## config.mk

```make
export PLATFORM = sky130hd
export DESIGN_NAME = raw12_depack
export DESIGN_NICKNAME = d
export VERILOG_FILES = /design/src/rtl/raw12_depack.sv
export SDC_FILE = /design/constraint.sdc
export NUM_CORES = 1
export LEC_CHECK = 0
export ABC_AREA = 1
export ABC_CLOCK_PERIOD_IN_PS = 2500
export CORE_MARGIN = 1
export CORE_UTILIZATION = 29
export DETAILED_ROUTE_END_ITERATION = 6
export PLACE_DENSITY_LB_ADDON = 0.2
export SLEW_MARGIN = 10
export SYNTH_ARGS = -nofsm -noshare
export SYNTH_HDL_FRONTEND = slang
export SYNTH_SLANG_ARGS = --single-unit
```

## constraint.sdc

```tcl
create_clock -name clk -period 2.5 [get_ports clk]
set_input_delay 0.375 -clock clk [delete_from_list [all_inputs] [get_ports clk]]
set_output_delay 0.375 -clock clk [all_outputs]
set_load 0.01 [all_outputs]
```

## src/rtl/raw12_depack.sv

```systemverilog
// CSI-2 RAW12 depacker: 2-lane 16-bit byte beats in, 24-bit pixel pairs out.
// One 3-byte group per pair; a line ends after LINE_LENGTH pairs.
module raw12_depack #(
    parameter int LINE_LENGTH = 640
) (
    input  logic        clk,
    input  logic        rst_n,
    input  logic [15:0] byte_in,
    input  logic        byte_valid,
    input  logic        line_start,
    output logic [23:0] pix_out,
    output logic        pix_valid,
    output logic        line_done,
    output logic        err_short
);

    localparam int CW = $clog2(LINE_LENGTH + 1);
    localparam logic [CW-1:0] LAST_M1 = CW'(LINE_LENGTH - 1);

    localparam logic ST_IDLE   = 1'b0;
    localparam logic ST_ACTIVE = 1'b1;

    localparam logic [1:0] PH_0 = 2'd0;
    localparam logic [1:0] PH_1 = 2'd1;
    localparam logic [1:0] PH_2 = 2'd2;

    logic          state_q, state_d;
    logic [1:0]    phase_q, phase_d;
    logic [CW-1:0] cnt_q, cnt_d;
    logic [7:0]    b0_q, b0_d;
    logic [7:0]    b1_q, b1_d;
    logic [7:0]    b3_q, b3_d;
    logic [23:0]   pix_q, pix_d;
    logic          pix_valid_q, pix_valid_d;
    logic          line_done_q, line_done_d;
    logic          err_short_q, err_short_d;

    logic [1:0]    cur_phase;
    logic [CW-1:0] cur_cnt;
    logic          live;
    logic          emit;
    logic [23:0]   pair;

    always_comb begin
        state_d     = state_q;
        phase_d     = phase_q;
        cnt_d       = cnt_q;
        b0_d        = b0_q;
        b1_d        = b1_q;
        b3_d        = b3_q;
        pix_d       = pix_q;
        pix_valid_d = 1'b0;
        line_done_d = 1'b0;
        err_short_d = 1'b0;
        cur_phase   = phase_q;
        cur_cnt     = cnt_q;
        live        = (state_q == ST_ACTIVE);
        emit        = 1'b0;
        pair        = 24'd0;

        // A new line discards any partial progress; the same-cycle beat is phase 0.
        if (line_start) begin
            err_short_d = live && ((cnt_q != '0) || (phase_q != PH_0));
            cur_phase   = PH_0;
            cur_cnt     = '0;
            live        = 1'b1;
            state_d     = ST_ACTIVE;
        end

        phase_d = cur_phase;
        cnt_d   = cur_cnt;

        if (live && byte_valid) begin
            case (cur_phase)
                PH_0: begin
                    b0_d    = byte_in[7:0];
                    b1_d    = byte_in[15:8];
                    phase_d = PH_1;
                end
                PH_1: begin
                    pair    = {b0_q, byte_in[3:0], b1_q, byte_in[7:4]};
                    b3_d    = byte_in[15:8];
                    emit    = 1'b1;
                    phase_d = PH_2;
                end
                PH_2: begin
                    pair    = {b3_q, byte_in[11:8], byte_in[7:0], byte_in[15:12]};
                    emit    = 1'b1;
                    phase_d = PH_0;
                end
                default: phase_d = PH_0;
            endcase
        end

        if (emit) begin
            pix_d       = pair;
            pix_valid_d = 1'b1;
            if (cur_cnt == LAST_M1) begin
                line_done_d = 1'b1;
                cnt_d       = '0;
                phase_d     = PH_0;
                state_d     = ST_IDLE;
            end else begin
                cnt_d = cur_cnt + 1'b1;
            end
        end
    end

    always_ff @(posedge clk or negedge rst_n) begin
        if (!rst_n) begin
            state_q     <= ST_IDLE;
            phase_q     <= PH_0;
            cnt_q       <= '0;
            b0_q        <= 8'd0;
            b1_q        <= 8'd0;
            b3_q        <= 8'd0;
            pix_q       <= 24'd0;
            pix_valid_q <= 1'b0;
            line_done_q <= 1'b0;
            err_short_q <= 1'b0;
        end else begin
            state_q     <= state_d;
            phase_q     <= phase_d;
            cnt_q       <= cnt_d;
            b0_q        <= b0_d;
            b1_q        <= b1_d;
            b3_q        <= b3_d;
            pix_q       <= pix_d;
            pix_valid_q <= pix_valid_d;
            line_done_q <= line_done_d;
            err_short_q <= err_short_d;
        end
    end

    assign pix_out   = pix_q;
    assign pix_valid = pix_valid_q;
    assign line_done = line_done_q;
    assign err_short = err_short_q;

endmodule

```

==> results.md <==
- Clock buffer depth: 2
- Max frequency: 502 MHz
- Top cell type by total area after synthesis: dfrtp_1
- Crit path max-delay family: buffers and inverters
- Final Net Count: 392
- Post-synthesis compound-gate area fraction: 10.3%
- Setup bufs post-CTS: 0
- Core ar.: 9910 um2
- Post-DRT Antenna Nets: 0
- Clock transition at path regs: 80 ps
- Final Wtd Congestion: 0.827
- CTS tree: built
- Fraction of layout cells with a size suffix above 1: 16.4%
- RSZ-0062 raised after global routing: no
- Post-synth top area share: 53.3%
- CTS H-tree lvls: 3
- Total GRT Usage: 13.9%
- Endpoints failing setup: 0
- Total negative slack: 0 ps
- # diodes: 0
- DRT Wirelength: 6680 um
- Yosys reg bits: 64
- Largest net degree at the start of global routing: 34
- HP Class: in -> async
- Slowest stage cell, crit path: clkdlybuf4s50_1
- Leading register cell type out of synthesis: dfrtp_1
- Mux cell area share after synthesis: 11.3%
- CP Capture Type: register
- Leak: 1.89 nW
- Vias in the first global route: 2381
- Post-DR wirelength/cell: 13.2 um
- Data required time of the critical path: 2720 ps
- Setup CP Type: in -> reg
- Via density: 4.43
- Final worst path period need: 1990 ps
- Die Y: 104 um
- Setup ws final: 509 ps
- Placed Area: 3670 um2
- Worst-Margin Slew: 428 ps
- DRC errors left: 0
- CP max stage delay: 470 ps
- Cell Pwr Density: 667 nW/um2
- CP cell instances: clkdlybuf4s50_1, nor2_1, inv_1, ha_1, nand3_2, buf_4, mux2_2
- Syn nets: 331
- Arr. time, crit path: 2210 ps
- Horiz. Die Dim: 104 um
- Total congestion overflow: 0
- Root Driver: clkbuf_8
- Synth Area in Simple Gates: 14.7%
- Fin. Hold Viols: 0
- Pre-CTS WS: 151 ps
- TritonRoute pass-1 iters: 4
- Mapped Avg Cell Area: 9.78 um2
- Min Hold Slack: 58.6 ps
- Clk_lat worst skew: 340 ps
- Final HPWL DP: 4690 um
- Crit-path max FO: 14
- Synthesized instance count: 307
- Post-Synth Adder-Cell Area: 1.67%
- Synth warn: 0
- Status: completed
- Synth area leaders: dfrtp_1 53%, mux2_4 9.0%, nand2_1 8.0%, o21ai_0 6.0%, inv_1 4.9%
- CTS Hold Buffers Added: 0
- Synth-to-Final Area Change: 28.0%
- Cell variety after synth: 26
- DR vias: 2244
- # Max-Cap Violations: 0
- Asr flop ratio synth: 100%
- Post-layout util: 38.8%
- WP buf/inv: 3
- Sequential-to-total area share from yosys stat: 53.3%
- Ports: 47
- Design area: 3840 um2
- Headroom to the max-slew limit: 71.4%
- Initial antenna violation count: 0
- Largest family of logic cells by synthesized area: simple AND/OR/NAND/NOR gates
- DIE AREA: 10800 um2
- EDFF count, synth: 0
- Worst vdd ir: 303 uV
- Starting DRT DRC Count: 114
- Clock skew: 8.82 ps
- Post-synthesis xor/xnor area fraction: 1.17%
- First-pass GRT wire length: 11800 um
- Post-Syn Area: 3000 um2
- CTS resizes: 0
- Fraction of the cycle the final worst path needs: 79.6%
- Clock sink count: 64
- Num CTS Buffers: 9
- Cell row count: 36
- Startpoint types: input port
- Count of buffers from port buffering: 46
- Initial Util: 30.3%
- Slew Limit Fails: 0
[layer usage]
metal | track usage [%] | routed length (um)
met5 | 0 | 0
met4 | 6.12 | 166
met2 | 21.5 | 2940
met3 | 4.15 | 276
met1 | 18.0 | 3290
[synthesized netlist by cell type (2+ instances only)]
library cell / n
mux2_4: 18
a22o_1: 8
ha_1: 4
buf_6: 3
clkbuf_1: 4
a21oi_1: 2
nor2_1: 17
o22ai_1: 8
nand3_1: 13
dfrtp_1: 64
nor4_1: 2
o21ai_0: 36
nand4_1: 3
mux2_2: 6
nand2_1: 64
xor2_1: 3
buf_2: 5
inv_1: 39
[through the flow]
stage / power [mW] / std cells
2_1_floorplan: 1.54 / 307
4_1_cts: 2.61 / 506
5_1_grt: 2.73 / 506
3_5_place_dp: 1.81 / 490
3_3_place_gp: 1.80 / 490
6_report: 2.56 / 506
[power breakdown]
| group | switching [mW] | internal, mW |
|---|---|---|
| combinational | 0.224 | 0.296 |
| sequential | 0.0842 | 1.18 |
| clock | 0.423 | 0.359 |
| total | 0.730 | 1.83 |
[worst paths after layout]
kind	from	to	slack, ps	cells after the start
max	line_start	pix_out[23]	510	7
min	rst_n	pix_out[0]	60	2
max reg2reg	phase_q[0]	pix_out[23]	680	7
min reg2reg	b0_q[0]	b0_q[0]	490	2
max in group asynchronous	rst_n	state_q	2110	2
min in group clk	b0_q[0]	b0_q[0]	490	2
[cells by family after synthesis]
family	after synthesis
and+or+nand+nor	104
DFF	64
muxes	24
AOI/OAI and AO/OA	54
adders and majority gates	4
xor gates and xnor gates	4
buffers and inverters	53
[cell type report]
type / count / area (um2)
fillers: 1027 / 6070
flip-flops and latches: 64 / 1600
multi-input cells: 190 / 1170
repair buffers: 62 / 576
well taps: 133 / 166
inverters: 41 / 154
clock buffers: 9 / 124
clock inverters: 7 / 48.8
[state kept, by name, indices dropped and copies added, names as in the netlist]
| register | count |
|---|---|
| pix_valid | 1 |
| state_q | 1 |
| err_short | 1 |
| pix_out | 24 |
| phase_q | 2 |
| b1_q | 8 |
| b3_q | 8 |
| cnt_q | 10 |
| line_done | 1 |
| b0_q | 8 |
[layout by cell type, fill, tap and decap left out, types with 6 or more instances in the layout]
cell type	n
nor2_1	17
clkbuf_8	9
mux2_2	6
buf_4	16
a22o_1	8
mux2_4	18
nand2_1	64
o22ai_1	8
inv_1	39
clkdlybuf4s50_1	45
dfrtp_1	64
nand3_1	13
o21ai_0	36
Note: power is estimated with default switching activity, not from simulation.
